File: config.mk
export PLATFORM = sky130hd
export DESIGN_NAME = maf_norm_seq
export DESIGN_NICKNAME = d
export VERILOG_FILES = /design/src/rtl/maf_norm_seq.sv
export SDC_FILE = /design/constraint.sdc
export NUM_CORES = 1
export LEC_CHECK = 0
export ABC_AREA = 1
export BUFFER_PORTS_ARGS = -buffer_cell sky130_fd_sc_hd__buf_4
export CAP_MARGIN = 40
export CORE_MARGIN = 2
export CORE_UTILIZATION = 35
export CTS_CLUSTER_DIAMETER = 100
export DETAILED_ROUTE_END_ITERATION = 8
export PLACE_DENSITY = 0.62
export SYNTH_ARGS = -nofsm -noshare
export SYNTH_HDL_FRONTEND = slang
export SYNTH_SLANG_ARGS = --single-unit
export TNS_END_PERCENT = 20
File: constraint.sdc
create_clock -name clk -period 6.2 [get_ports clk]
set_clock_uncertainty 0.15 [all_clocks]
set_input_delay 0.62 -clock clk [delete_from_list [all_inputs] [get_ports clk]]
set_output_delay 0.62 -clock clk [all_outputs]
set_load 0.02 [all_outputs]
File: src/rtl/maf_norm_seq.sv
// Multi-cycle normalizer: one shared 32-bit leading-one detector scans the upper
// then the lower mantissa half, then a single shift/exponent-adjust step clamps at zero.
module maf_norm_seq #(
  parameter int EXP_W = 10
) (
  input  logic             clk,
  input  logic             rst_n,
  input  logic             flush,
  input  logic             in_valid,
  output logic             in_ready,
  input  logic [63:0]      in_mant,
  input  logic [EXP_W-1:0] in_exp,
  output logic             out_valid,
  input  logic             out_ready,
  output logic [63:0]      out_mant,
  output logic [EXP_W-1:0] out_exp,
  output logic [6:0]       out_lz,
  output logic             out_zero,
  output logic             out_uflow,
  output logic             busy
);

  typedef enum logic [2:0] {IDLE, SCAN_HI, SCAN_LO, SHIFT, DONE} state_t;

  state_t           state_q, state_d;
  logic [63:0]      mant_q, mant_d;
  logic [EXP_W-1:0] exp_q, exp_d;
  logic [6:0]       lz_q, lz_d;
  logic [63:0]      out_mant_q, out_mant_d;
  logic [EXP_W-1:0] out_exp_q, out_exp_d;
  logic [6:0]       out_lz_q, out_lz_d;
  logic             out_zero_q, out_zero_d;
  logic             out_uflow_q, out_uflow_d;

  logic [31:0]      det_f;
  logic             det_v;
  logic [4:0]       det_lz;
  logic [EXP_W-1:0] lz_ext;
  logic [EXP_W-1:0] sh;

  // Shared detector: the last (highest) set bit seen in the loop wins.
  always_comb begin
    det_f  = (state_q == SCAN_LO) ? mant_q[31:0] : mant_q[63:32];
    det_v  = |det_f;
    det_lz = 5'd0;
    for (int i = 0; i < 32; i++) begin
      if (det_f[i]) det_lz = 5'(31 - i);
    end
  end

  assign lz_ext = EXP_W'(lz_q);
  assign sh     = (lz_ext > exp_q) ? exp_q : lz_ext;

  always_comb begin
    state_d     = state_q;
    mant_d      = mant_q;
    exp_d       = exp_q;
    lz_d        = lz_q;
    out_mant_d  = out_mant_q;
    out_exp_d   = out_exp_q;
    out_lz_d    = out_lz_q;
    out_zero_d  = out_zero_q;
    out_uflow_d = out_uflow_q;
    if (flush) begin
      state_d = IDLE;
    end else begin
      case (state_q)
        IDLE: begin
          if (in_valid) begin
            mant_d  = in_mant;
            exp_d   = in_exp;
            state_d = SCAN_HI;
          end
        end
        SCAN_HI: begin
          if (det_v) begin
            lz_d    = {2'b00, det_lz};
            state_d = SHIFT;
          end else begin
            state_d = SCAN_LO;
          end
        end
        SCAN_LO: begin
          if (det_v) begin
            lz_d    = 7'd32 + {2'b00, det_lz};
            state_d = SHIFT;
          end else begin
            lz_d        = 7'd64;
            out_lz_d    = 7'd64;
            out_zero_d  = 1'b1;
            out_mant_d  = 64'd0;
            out_exp_d   = '0;
            out_uflow_d = 1'b0;
            state_d     = DONE;
          end
        end
        SHIFT: begin
          out_mant_d  = mant_q << sh;
          out_exp_d   = exp_q - sh;
          out_uflow_d = (lz_ext > exp_q);
          out_lz_d    = lz_q;
          out_zero_d  = 1'b0;
          state_d     = DONE;
        end
        DONE: begin
          if (out_ready) state_d = IDLE;
        end
        default: state_d = IDLE;
      endcase
    end
  end

  always_ff @(posedge clk or negedge rst_n) begin
    if (!rst_n) begin
      state_q     <= IDLE;
      mant_q      <= 64'd0;
      exp_q       <= '0;
      lz_q        <= 7'd0;
      out_mant_q  <= 64'd0;
      out_exp_q   <= '0;
      out_lz_q    <= 7'd0;
      out_zero_q  <= 1'b0;
      out_uflow_q <= 1'b0;
    end else begin
      state_q     <= state_d;
      mant_q      <= mant_d;
      exp_q       <= exp_d;
      lz_q        <= lz_d;
      out_mant_q  <= out_mant_d;
      out_exp_q   <= out_exp_d;
      out_lz_q    <= out_lz_d;
      out_zero_q  <= out_zero_d;
      out_uflow_q <= out_uflow_d;
    end
  end

  assign in_ready  = (state_q == IDLE);
  assign out_valid = (state_q == DONE);
  assign busy      = (state_q != IDLE);
  assign out_mant  = out_mant_q;
  assign out_exp   = out_exp_q;
  assign out_lz    = out_lz_q;
  assign out_zero  = out_zero_q;
  assign out_uflow = out_uflow_q;

endmodule

==> flow_metrics.py, run 1 <==
metrics = {
    "synthesis": {
        "ys_seq_elements": 167,
        "async_reset_ff_share_pct": 100,
        "synth_cell_type_count": 50,
        "synthTopCellsByCount": "nand2_1, inv_1, dfrtp_1, o21ai_1, o21ai_0",
        "synth-main-ff-cell": "dfrtp_1",
        "synth_edf_count": 0,
        "yosys_warnings": 0,
        "synth_cells": 1671,
        "yosys.area.top_type": "dfrtp_1",
        "synth.most_common_cell": "nand2_1",
        "synth_top_area_share_pct": 36.6,
        "postSynthAreaPerCell_um2": 6.84,
        "synth_area_leaders": "dfrtp_1, nand2_1, o21ai_1",
        "ys_seq_area_share_pct": 36.6,
        "syn_area_um2": 11400,
        "syn_nets": 1765,
    },
    "floorplanning": {
        "core-area_um2": 32400,
        "placementRows": 66,
        "pin_count": 165,
        "start_util_pct": 35.3,
        "die_h_um": 185,
        "die_area_um2": 34100,
        "fp.dieW_um": 185,
    },
    "outcome": {
        "outcome": "finished, final reports clean",
    },
    "setup_path": {
        "worst_setup_path_end_kind": "flip-flop",
        "cp_data_required_time_ps": 6390,
        "cp.arrival_ps": 4470,
        "crit_fanout": 90,
        "r2r-end": "out_mant[41]",
        "r2r_cells": 17,
        "r2r_slack_ps": 1920,
        "start_kind": "flip-flop",
        "critPathKind": "reg -> reg",
        "startpoint": "exp_q[1]",
        "r2r_start": "exp_q[1]",
    },
    "routing": {
        "detail_route.first_pass.iterations": 7,
        "finalWirelength_um": 37400,
        "drtIter0Drc": 951,
        "vias": 11200,
        "drc": 0,
        "final_antenna_net_count": 0,
        "wl_per_cell_um": 16.8,
        "vias_per_cell": 5.02,
    },
    "global_route": {
        "grt_pass1_wl_um": 58200,
        "grtUsageTotal_pct": 22.2,
        "grt_pass1_vias": 10300,
        "grt_antenna_before_repair": 0,
        "grt_max_degree": 93,
        "overflow": 0,
    },
    "timing": {
        "finalHoldViolations": 0,
        "tns_ps": 0,
        "grt_setup_unrepaired": "false",
        "min_period_ps": 4280,
        "maxSlewViolCount": 0,
        "fin_hold_ws_ps": 214,
        "finalSetupViolations": 0,
        "fin_crit_sh_pct": 69.1,
        "worst_pin_slew_ps": 929,
        "max_slew_margin_pct": 38.0,
        "fmax_ghz": 0.233,
    },
    "finish": {
        "area_growth_pct": 17.4,
        "fin_cells": 2222,
        "layout-drive-gt1-share_pct": 16.3,
        "fin_area_um2": 13400,
        "num_antenna_cells": 0,
        "nFillCells": 3492,
        "final_nets": 1861,
    },
    "flow_run": {
        "cap_violations": 0,
    },
    "pwr": {
        "vdd_drop_max_mv": 0.279,
        "power_leakage_nw": 6.89,
        "finalPower_mw": 8.89,
        "powerDensity_nw_per_um2": 663,
    },
    "clocking": {
        "cts_buffer_depth": 2,
        "clk_pin_slew_ps": 70,
        "h-tree-depth": 4,
        "clk_latency_ps": 450,
        "clock_sinks": 167,
        "cts-resized-gates": 0,
        "cts_buffers": 17,
        "cts_tree": "built",
        "cts-root-buf": "clkbuf_16",
    },
    "worst_hold_path": {
        "holdPathStages": 2,
        "holdPathEnd": "state_q[2]",
        "min-delay-start": "out_ready",
        "worstHoldPathType": "in -> reg",
    },
    "placement": {
        "dpl.hpwl_um": 28500,
        "placed_cells": 2189,
        "portBuffers": 164,
        "gp_congestion": 0.944,
        "place_area_um2": 12800,
    },
}
-- cells in the final DEF, fill, tap and decap left out, types with 5 or more instances in the layout --
master / instances
nand3_1: 36
o21bai_1: 5
ha_1: 14
inv_6: 5
o21ai_0: 119
clkbuf_16: 17
nor2_1: 118
buf_4: 181
nand4_1: 8
mux2i_1: 5
o21ai_1: 159
o211ai_1: 21
a32o_1: 26
dfrtp_1: 167
inv_2: 18
a21oi_1: 95
o21ai_2: 28
inv_1: 202
nor2_2: 7
nand2_1: 474
-- worst max path at each step --
| stage | endpoint | slack, ps | cells past startpoint |
|---|---|---|---|
| floorplan | out_exp[9] | 2490 | 25 |
| global placement | out_mant[51] | 2070 | 20 |
| detailed placement | out_exp[9] | 1970 | 20 |
| CTS | out_exp[9] | 1980 | 20 |
| global route | out_exp[9] | 1480 | 21 |
| finish | out_mant[41] | 1920 | 17 |
-- worst max-delay path, stage by stage (launching register included) --
cell and delay (ps):
dfrtp_1 360, inv_1 120, ha_1 320, nand4_1 90, nor3_1 190, nand4_1 180
nand2_4 270, o21ai_4 190, inv_4 670, o21ai_1 350, inv_1 120, o21ai_1 80
nand2_1 90, o21ai_1 80, o21ai_1 390, o21ai_1 90, o21bai_1 170, a32o_1 240
-- flip-flops by register name (all words and copies together), names as in the netlist --
signal / cells
exp_q: 10
lz_q: 7
mant_q: 64
out_exp: 10
out_lz: 7
out_mant: 64
out_uflow: 1
out_zero: 1
state_q: 3
-- power by group --
part           internal (mW)  leakage (nW)  switching (mW)
clock network          0.564         0.271           0.509
logic                   1.88          4.60            3.97
registers               1.59          2.02           0.381
total                   4.03          6.89            4.86
-- kinds of logic (layout without fill, tap and decap cells) --
logic type	after synthesis	in the layout	synth area share, %
AO/OA/AOI/OAI	486	486	25.0
XOR/XNOR	3	3	0.230
flip-flops	167	167	36.6
buffers and inverters	330	439	12.7
adder cells (fa/ha/maj)	15	15	1.71
multiplexers	6	6	0.537
AND/OR/NAND/NOR	664	664	23.2
-- repair_timing --
| action | in CTS | in global routing |
|---|---|---|
| hold buffers | 1 | 0 |
| setup buffers | 0 | 0 |
| hold endpoints to repair | 47 | 0 |
-- cell type report --
cell class	instances	area [µm²]	share of cell area, %
clock buffer	18	429	3.20
multi-input combinational	1174	5840	43.5
inverter	222	836	6.23
clock inverter	14	144	1.07
timing repair buffer	185	1440	10.7
tap	442	553	4.12
sequential	167	4180	31.1
-- metrics by stage --
| stage | setup slack (ps) | utilization (%) |
|---|---|---|
| finish | 1920 | 41.4 |
| global route | 1480 | 41.4 |
| CTS | 1980 | 41.4 |
| detailed placement | 1970 | 39.6 |
| global placement | 2070 | 39.5 |
| floorplan | 2490 | - |
-- layer usage --
metal	wire length (µm)	part of all wire (%)	vias up	track usage, %
li1	-	-	5614	-
met1	18100	49	5177	32.7
met2	16500	44	324	33.8
met3	2130	5.7	37	3.79
met4	563	1.5	0	5.02
met5	0	0	-	0
No activity file was read; power rests on OpenSTA's default activity.
==> run 2: changes to the inputs <==
clock period = 4.16 ns   (was 6.2 ns; I/O delays follow)
==> run 2 against run 1 <==
Net effect:
- power is 50% higher
- critical endpoint is now out_mant[44]
- clock power is 51% higher
- global-route usage is 0.44 points higher
- routed wire length is 1.7% higher
- count of clock-buffer cells in the layout stayed put
- first-iteration DRC count is 15% higher
==> flow_metrics.py, run 2 (synthesized netlist as in run 1, its figures left out) <==
metrics = {
    "global_route": {
        "grtUsageTotal_pct": 22.6,
        "grt_pass1_vias": 10600,
        "overflow": 0,
        "grt_pass1_wl_um": 59400,
        "grt_antenna_before_repair": 0,
        "grt_max_degree": 100,
    },
    "pwr": {
        "powerDensity_nw_per_um2": 991,
        "power_leakage_nw": 6.92,
        "finalPower_mw": 13.4,
        "vdd_drop_max_mv": 0.431,
    },
    "floorplanning": {
        "die_area_um2": 34100,
        "start_util_pct": 35.3,
        "core-area_um2": 32400,
        "placementRows": 66,
        "pin_count": 165,
        "die_h_um": 185,
        "fp.dieW_um": 185,
    },
    "timing": {
        "maxSlewViolCount": 0,
        "finalSetupViolations": 0,
        "worst_pin_slew_ps": 843,
        "fin_hold_ws_ps": 48.1,
        "fmax_ghz": 0.259,
        "finalHoldViolations": 0,
        "tns_ps": 0,
        "grt_setup_unrepaired": "false",
        "max_slew_margin_pct": 43.8,
        "fin_crit_sh_pct": 92.7,
        "min_period_ps": 3860,
    },
    "clocking": {
        "cts_tree": "built",
        "h-tree-depth": 4,
        "post-cts-setup-buffer-count": 0,
        "clk_pin_slew_ps": 70,
        "cts_buffers": 17,
        "clk_latency_ps": 440,
        "clock_sinks": 167,
        "cts_buffer_depth": 2,
        "cts-root-buf": "clkbuf_16",
    },
    "setup_path": {
        "start_kind": "flip-flop",
        "crit_fanout": 44,
        "r2r-end": "out_mant[44]",
        "cp.arrival_ps": 4080,
        "crit_end": "out_mant[44]",
        "startpoint": "lz_q[2]",
        "r2r_slack_ps": 300,
        "r2r_cells": 20,
        "critPathKind": "reg -> reg",
        "r2r_start": "lz_q[2]",
        "worst_setup_path_end_kind": "flip-flop",
        "cp_data_required_time_ps": 4380,
    },
    "flow_run": {
        "cap_violations": 0,
    },
    "finish": {
        "layout_common_cells": "nand2_1, inv_1, buf_4",
        "num_antenna_cells": 0,
        "layout-drive-gt1-share_pct": 16.6,
        "area_growth_pct": 17.9,
        "nFillCells": 3487,
        "fin_util_pct": 41.6,
        "final_nets": 1866,
        "layout_commonest_cell": "nand2_1",
    },
    "routing": {
        "detail_route.first_pass.iterations": 8,
        "drc": 0,
        "vias_per_cell": 5.08,
        "finalWirelength_um": 38000,
        "final_antenna_net_count": 0,
        "wl_per_cell_um": 17.1,
        "drtIter0Drc": 1089,
        "vias": 11300,
    },
    "placement": {
        "portBuffers": 164,
        "dpl.hpwl_um": 29200,
        "gp_congestion": 0.950,
    },
    "worst_hold_path": {
        "worstHoldPathType": "in -> reg",
    },
    "outcome": {
        "outcome": "finished, final reports clean",
    },
}
run 2: final cells by class:
class / count / area (µm²) / share of cell area [%]
clock buffer: 18 / 439 / 3.26
clock inverter: 13 / 145 / 1.08
inverter: 222 / 836 / 6.20
multi-input combinational: 1174 / 5840 / 43.4
sequential: 167 / 4180 / 31.0
tap: 442 / 553 / 4.11
timing repair buffer: 190 / 1470 / 10.9
run 2: layer usage:
metal,up-vias,global-route usage [%],routed length [µm]
met5,-,0,0
met4,0,7.56,990
met3,56,3.22,2310
met2,372,33.6,16500
met1,5257,33.5,18200
li1,5632,-,-
run 2: timing repair:
item	in CTS	in global routing
endpoints found under the setup margin	0	6
endpoints found under the hold margin	73	0
resized for setup	0	5
hold buffers	1	0
run 2: through the flow:
stage	cells	area [µm²]	setup WS (ps)
2_1_floorplan	1671	11400	446
3_3_place_gp	2194	12900	153
3_5_place_dp	2194	12900	134
4_1_cts	2226	13500	111
5_1_grt	2226	13500	31.9
6_report	2226	13500	302
run 2: report_power, final:
part / internal (mW) / switching [mW] / leakage (nW)
Sequential: 2.37 / 0.574 / 2.02
Combinational: 2.87 / 5.93 / 4.62
Clock: 0.904 / 0.713 / 0.280
run 2: worst max-delay path, stage by stage, from the launching register on:
cell	delay (ps)
dfrtp_1	480
ha_1	310
nand2_1	70
nor3_1	210
nand4_1	170
nand2_4	260
nand2_2	100
o21ai_4	100
inv_4	120
buf_12	190
o21ai_0	410
inv_1	110
o21ai_2	160
inv_2	40
o21ai_1	140
inv_2	60
nand2_1	50
o21ai_1	110
or2_0	270
nand2_1	80
a32o_1	170
run 2: how the worst min path moves through the flow:
stage,startpoint,to,slack (ps),depth (start not counted)
after floorplan,rst_n,exp_q[0],-30,0
after global placement,out_exp[7],out_exp[7],310,2
after detailed placement,out_exp[7],out_exp[7],310,2
after CTS,out_ready,state_q[2],20,2
after global routing,out_ready,state_q[2],30,2
final,out_ready,state_q[2],50,2
